File: config.mk
export PLATFORM = sky130hd
export DESIGN_NAME = global_history_predictor
export DESIGN_NICKNAME = d
export VERILOG_FILES = /design/src/rtl/ariane_pkg.sv /design/src/rtl/config_pkg.sv /design/src/rtl/global_pht.sv /design/src/rtl/global_history_predictor.sv
export SDC_FILE = /design/constraint.sdc
export NUM_CORES = 2
export LEC_CHECK = 0
export CAP_MARGIN = 40
export CORE_ASPECT_RATIO = 1.4
export CORE_UTILIZATION = 30
export CTS_CLUSTER_DIAMETER = 150
export DETAILED_ROUTE_END_ITERATION = 10
export GPL_TIMING_DRIVEN = 0
export PLACE_DENSITY_LB_ADDON = 0.3
export SYNTH_ARGS = -nofsm -noshare
export SYNTH_HDL_FRONTEND = slang
export SYNTH_HIERARCHICAL = 1
export SYNTH_SLANG_ARGS = --single-unit
File: constraint.sdc
create_clock -name clk_i -period 31.4 [get_ports clk_i]
set_clock_uncertainty 0.15 [all_clocks]
set_input_delay 6.28 -clock clk_i [delete_from_list [all_inputs] [get_ports clk_i]]
set_output_delay 6.28 -clock clk_i [all_outputs]
set_load 0.1 [all_outputs]
File: src/rtl/ariane_pkg.sv
// rtl/ariane_pkg.sv - shared predictor types and saturating counter helper
package ariane_pkg;

    localparam int unsigned GP_MAX_PC_W  = 64;
    localparam int unsigned GP_MAX_GHR_W = 16;
    localparam int unsigned GP_MAX_CTR_W = 8;

    typedef struct packed {
        logic [GP_MAX_PC_W-1:0]  pc;
        logic [GP_MAX_GHR_W-1:0] ghr;
        logic                    taken;
        logic                    mispredict;
    } gp_update_t;

    typedef enum logic {
        GP_INIT,
        GP_READY
    } gp_state_e;

    // Saturating up/down step for a counter of cb bits, carried zero-extended.
    function automatic logic [GP_MAX_CTR_W-1:0] gp_ctr_next(
        input logic [GP_MAX_CTR_W-1:0] ctr,
        input logic                    taken,
        input int unsigned             cb
    );
        logic [GP_MAX_CTR_W-1:0] max_v;
        max_v = GP_MAX_CTR_W'((1 << cb) - 1);
        if (taken) begin
            return (ctr >= max_v) ? max_v : ctr + 8'd1;
        end
        return (ctr == '0) ? '0 : ctr - 8'd1;
    endfunction

endpackage

File: src/rtl/config_pkg.sv
// rtl/config_pkg.sv - derived core configuration consumed by the direction predictor
package config_pkg;

    typedef struct packed {
        int unsigned VLEN;
        int unsigned GlobalPredictorIndexBits;
        int unsigned GlobalCtrBits;
        int unsigned GlobalPredictorSize;
        int unsigned INSTR_PER_FETCH;
        int unsigned FETCH_ALIGN_BITS;
        bit          RVC;
    } cva6_cfg_t;

    localparam cva6_cfg_t cva6_cfg_empty = '{
        VLEN:                     32,
        GlobalPredictorIndexBits: 8,
        GlobalCtrBits:            2,
        GlobalPredictorSize:      256,
        INSTR_PER_FETCH:          2,
        FETCH_ALIGN_BITS:         2,
        RVC:                      1'b1
    };

endpackage

File: src/rtl/global_pht.sv
// rtl/global_pht.sv - pattern history table flop array with read, RMW and row-clear ports
module global_pht
    import ariane_pkg::*;
#(
    parameter int unsigned IB  = 8,
    parameter int unsigned IPF = 2,
    parameter int unsigned CB  = 2,
    parameter int unsigned SW  = 1
) (
    input  logic                clk_i,
    input  logic                rd_en_i,
    input  logic [IB-1:0]       rd_idx_i,
    output logic [IPF*CB-1:0]   rd_row_o,
    input  logic                upd_en_i,
    input  logic [IB-1:0]       upd_idx_i,
    input  logic [SW-1:0]       upd_slot_i,
    input  logic                upd_taken_i,
    input  logic                clr_en_i,
    input  logic [IB-1:0]       clr_idx_i,
    input  logic [CB-1:0]       clr_val_i
);

    localparam int unsigned ROWS = 1 << IB;
    localparam int unsigned RW   = IPF * CB;

    logic [RW-1:0] rows_q [ROWS];
    logic [CB-1:0] upd_cur;
    logic [CB-1:0] upd_new;
    logic [GP_MAX_CTR_W-1:0] upd_wide;
    int unsigned   upd_lsb;

    // Pick the addressed counter and compute its saturated successor.
    always_comb begin
        upd_lsb  = int'(upd_slot_i) * CB;
        upd_cur  = rows_q[upd_idx_i][upd_lsb +: CB];
        upd_wide = gp_ctr_next(GP_MAX_CTR_W'(upd_cur), upd_taken_i, CB);
        upd_new  = upd_wide[CB-1:0];
    end

    // Registered read; sees the row as it was before any same-edge write.
    always_ff @(posedge clk_i) begin
        if (rd_en_i) begin
            rd_row_o <= rows_q[rd_idx_i];
        end
    end

    // Row clear during initialisation, otherwise single-counter update.
    always_ff @(posedge clk_i) begin
        if (clr_en_i) begin
            rows_q[clr_idx_i] <= {IPF{clr_val_i}};
        end else if (upd_en_i) begin
            rows_q[upd_idx_i][upd_lsb +: CB] <= upd_new;
        end
    end

    logic unused_ctr_hi;
    assign unused_ctr_hi = ^upd_wide;

endmodule

File: src/rtl/global_history_predictor.sv
// rtl/global_history_predictor.sv - gshare direction predictor with speculative GHR and init sweep
module global_history_predictor
    import ariane_pkg::*;
#(
    parameter config_pkg::cva6_cfg_t CVA6Cfg = config_pkg::cva6_cfg_empty
) (
    input  logic                                         clk_i,
    input  logic                                         rst_i,
    output logic                                         ready_o,
    input  logic                                         lookup_valid_i,
    input  logic [CVA6Cfg.VLEN-1:0]                      lookup_vpc_i,
    output logic                                         predict_valid_o,
    output logic [CVA6Cfg.INSTR_PER_FETCH-1:0]           predict_taken_o,
    output logic [CVA6Cfg.GlobalPredictorIndexBits-1:0]  predict_ghr_o,
    input  logic                                         spec_valid_i,
    input  logic                                         spec_taken_i,
    input  logic                                         update_valid_i,
    input  logic [CVA6Cfg.VLEN-1:0]                      update_pc_i,
    input  logic [CVA6Cfg.GlobalPredictorIndexBits-1:0]  update_ghr_i,
    input  logic                                         update_taken_i,
    input  logic                                         update_mispredict_i
);

    localparam int unsigned IB       = CVA6Cfg.GlobalPredictorIndexBits;
    localparam int unsigned CB       = CVA6Cfg.GlobalCtrBits;
    localparam int unsigned IPF      = CVA6Cfg.INSTR_PER_FETCH;
    localparam int unsigned FAB      = CVA6Cfg.FETCH_ALIGN_BITS;
    localparam int unsigned RW       = IPF * CB;
    localparam int unsigned SW       = (IPF > 1) ? $clog2(IPF) : 1;
    localparam int unsigned SLOT_LSB = CVA6Cfg.RVC ? 1 : 2;
    localparam logic [CB-1:0] CTR_WEAK_NT = CB'((1 << (CB - 1)) - 1);

    gp_state_e            state_q;
    logic                 ready_q;
    logic [IB-1:0]        ptr_q;
    logic [IB-1:0]        ghr_q;
    logic                 look_ready_q;
    logic [IB-1:0]        lookup_idx;
    logic [IB-1:0]        update_idx;
    logic [SW-1:0]        update_slot;
    logic [CVA6Cfg.VLEN-1:0] slot_field;
    logic [RW-1:0]        pht_row;
    gp_update_t           upd;

    assign upd.pc         = GP_MAX_PC_W'(update_pc_i);
    assign upd.ghr        = GP_MAX_GHR_W'(update_ghr_i);
    assign upd.taken      = update_taken_i;
    assign upd.mispredict = update_mispredict_i;

    assign lookup_idx  = lookup_vpc_i[IB+FAB-1:FAB] ^ ghr_q;
    assign update_idx  = update_pc_i[IB+FAB-1:FAB] ^ upd.ghr[IB-1:0];
    assign slot_field  = update_pc_i >> SLOT_LSB;
    assign update_slot = (IPF > 1) ? slot_field[SW-1:0] : '0;
    assign ready_o     = ready_q;

    // Init sweep: clear one row per cycle, then stay ready until the next reset.
    always_ff @(posedge clk_i) begin
        if (rst_i) begin
            state_q <= GP_INIT;
            ready_q <= 1'b0;
            ptr_q   <= '0;
        end else begin
            case (state_q)
                GP_INIT: begin
                    ptr_q <= ptr_q + 1'b1;
                    if (&ptr_q) begin
                        state_q <= GP_READY;
                        ready_q <= 1'b1;
                    end
                end
                GP_READY: begin
                    ready_q <= 1'b1;
                end
                default: begin
                    state_q <= GP_INIT;
                    ready_q <= 1'b0;
                end
            endcase
        end
    end

    // History: a mispredict restore overrides any speculative shift that cycle.
    always_ff @(posedge clk_i) begin
        if (rst_i) begin
            ghr_q <= '0;
        end else if (update_valid_i && upd.mispredict) begin
            ghr_q <= {upd.ghr[IB-2:0], upd.taken};
        end else if (spec_valid_i) begin
            ghr_q <= {ghr_q[IB-2:0], spec_taken_i};
        end
    end

    // Prediction side-band: valid pulse, GHR snapshot, and whether the table was usable.
    always_ff @(posedge clk_i) begin
        if (rst_i) begin
            predict_valid_o <= 1'b0;
            predict_ghr_o   <= '0;
            look_ready_q    <= 1'b0;
        end else begin
            predict_valid_o <= lookup_valid_i;
            look_ready_q    <= lookup_valid_i && (state_q == GP_READY);
            if (lookup_valid_i) begin
                predict_ghr_o <= ghr_q;
            end
        end
    end

    // Taken bit per slot is the counter MSB; forced low for lookups issued during init.
    always_comb begin
        predict_taken_o = '0;
        for (int i = 0; i < IPF; i++) begin
            predict_taken_o[i] = look_ready_q & pht_row[i*CB + CB - 1];
        end
    end

    global_pht #(
        .IB  (IB),
        .IPF (IPF),
        .CB  (CB),
        .SW  (SW)
    ) u_pht (
        .clk_i       (clk_i),
        .rd_en_i     (lookup_valid_i),
        .rd_idx_i    (lookup_idx),
        .rd_row_o    (pht_row),
        .upd_en_i    (update_valid_i && (state_q == GP_READY)),
        .upd_idx_i   (update_idx),
        .upd_slot_i  (update_slot),
        .upd_taken_i (update_taken_i),
        .clr_en_i    (state_q == GP_INIT),
        .clr_idx_i   (ptr_q),
        .clr_val_i   (CTR_WEAK_NT)
    );

    logic unused_bits;
    assign unused_bits = ^{lookup_vpc_i, update_pc_i, slot_field, upd.pc, upd.ghr, upd.mispredict};

endmodule

==> metrics.cfg <==
[timing]
setup_viol=0
tightest_slew_ns=1.07
final.setup.worst_slack_ns=18.59
slew_violations=0
max_freq_mhz=78.0
finalCriticalPeriod_ns=12.81
slew_headroom_pct=29.0
rsz0062_at_grt=false
finalHoldViolCount=0
fin_setup_tns_ns=0
whs_ns=0.310
min_period_over_period_pct=40.8

[cells_and_area]
final_cell_mix=edfxtp_1 (1026), nor2_1 (549), mux4_2 (356)
fin_util_pct=35.8
final_common_cell=edfxtp_1
drive_gt1_share_pct=22.5
fin_nets=3237
area_growth_pct=18.3
final_cell_area_um2=56200
layoutNonFillerInstCount=5323

[place]
placed_area_um2=52900
dp.cells=5145
dp_hpwl_um=134000
numPortBuffers=42
place_ws_ns=18.07
gp_congestion=0.957

[power]
ir_drop_mv=0.0405
p_per_area_nw_per_um2=59.3
cellLeakagePower_nw=17.7
power.total_mw=3.33

[cts]
root_buffer=clkbuf_16
cts.sinks=1054
cts_buffers=97
clk_pin_slew_worst_paths_ns=0.06
hold_buffers=0
h-tree-depth=3
ctsResizeCount=0
cts.path.max_buffers=3
clock_latency_ns=0.73
tritoncts=yes
postCtsSetupRepairBufs=0

[floorplan]
ios=92
fp.coreArea_um2=157000
die-area_um2=160000
rows=172
die_width_um=338
start_util_pct=30.3
die_h_um=473

[setup_path]
path_class=in2reg
cp-start-kind=input port
cp.arrival_ns=13.21
r2r-end=u_pht/rows_q[136][0]
crit_fanout=22
reg2reg_slack_ns=26.37
crit_required_ns=31.80
cp-end-kind=register
r2r-start=u_pht/rows_q[158][2]
r2r_cells=13

[synthesis]
synth_nets=2946
avgSynthCellArea_um2=16.6
yosysWarnings=6
netlist_area_um2=47500
synth_cells=2865

[worst_hold_path]
hold_path_depth=2
min-delay-start=ready_o
hold_path_class=reg2reg
whs_endpoint=ready_o

[status]
status=complete, no violations

[routing]
drc=0
route.vias.total=30300
drt-initial-drc-count=4519
wl_per_cell_um=33.9
dr.pass1.iters=8
routed_wl_um=181000
via_per_inst=5.69
ant_nets=0

[grt]
grt_max_degree=41
gr-usage-all-layers_pct=22.2
grt_first_pass_wirelength_um=245000
overflow=0
first_global_vias=30400
antenna_found_initial=4

[job]
max_cap_viol_count=0

-- critical path: stages --
cell             delay, ns
clkdlybuf4s50_1       0.50
xor2_1                0.17
buf_2                 0.54
buf_4                 0.38
buf_4                 0.34
buf_4                 0.42
buf_2                 0.65
mux2i_1               0.19
a22oi_1               0.17
a21oi_1               0.14
o41ai_1               0.93
nand2_1               0.13
nor3_1                0.23
nor3_1                0.11
maj3_1                0.45
o31ai_4               0.69
buf_16                0.24
buf_8                 0.19
buf_16                0.17
buf_8                 0.18
-- per-layer routing --
layer | wire, um | track usage, % | vias up
li1 | - | - | 11900
met1 | 61100 | 24.8 | 16000
met2 | 90200 | 38.5 | 1857
met3 | 14900 | 3.77 | 547
met4 | 14400 | 15.4 | 2
met5 | 13 | 0 | -
-- layout make-up --
class / instances / area (um^2)
multi-input cells: 1540 / 14900
inverters: 3 / 11.3
clock inverters: 46 / 643
diodes: 1 / 2.50
repair buffers: 192 / 2700
clock buffers: 131 / 2680
well taps: 2088 / 2610
fillers: 14800 / 101000
flip-flops and latches: 1054 / 31400
plain buffers: 268 / 1260
-- sequential cells by signal, summed over array words and instances (netlist names) --
register	cells
ghr_q	8
look_ready_q	1
predict_ghr_o	8
predict_valid_o	1
ptr_q	8
ready_o	1
state_q	1
u_pht/rd_row_o	2
u_pht/rows_q	1024
-- power by group --
| group | switching, mW | internal, mW |
|---|---|---|
| Combinational | 0.323 | 0.192 |
| Sequential | 0.00318 | 1.55 |
| Clock | 0.545 | 0.724 |
| Total | 0.871 | 2.46 |
-- how the worst max path moves through the flow --
stage	start	end	slack [ns]	depth (start not counted)
after floorplan	update_ghr_i[0]	u_pht/rows_q[0][1]	9.94	16
after global placement	update_ghr_i[4]	u_pht/rows_q[137][1]	-6.89	13
after detailed placement	update_ghr_i[2]	u_pht/rows_q[124][1]	18.07	20
after CTS	update_ghr_i[2]	u_pht/rows_q[120][1]	18.83	20
after global routing	update_ghr_i[2]	u_pht/rows_q[136][1]	18.60	20
final	update_ghr_i[2]	u_pht/rows_q[120][1]	18.59	20
No activity file was read; power rests on OpenSTA's default activity.
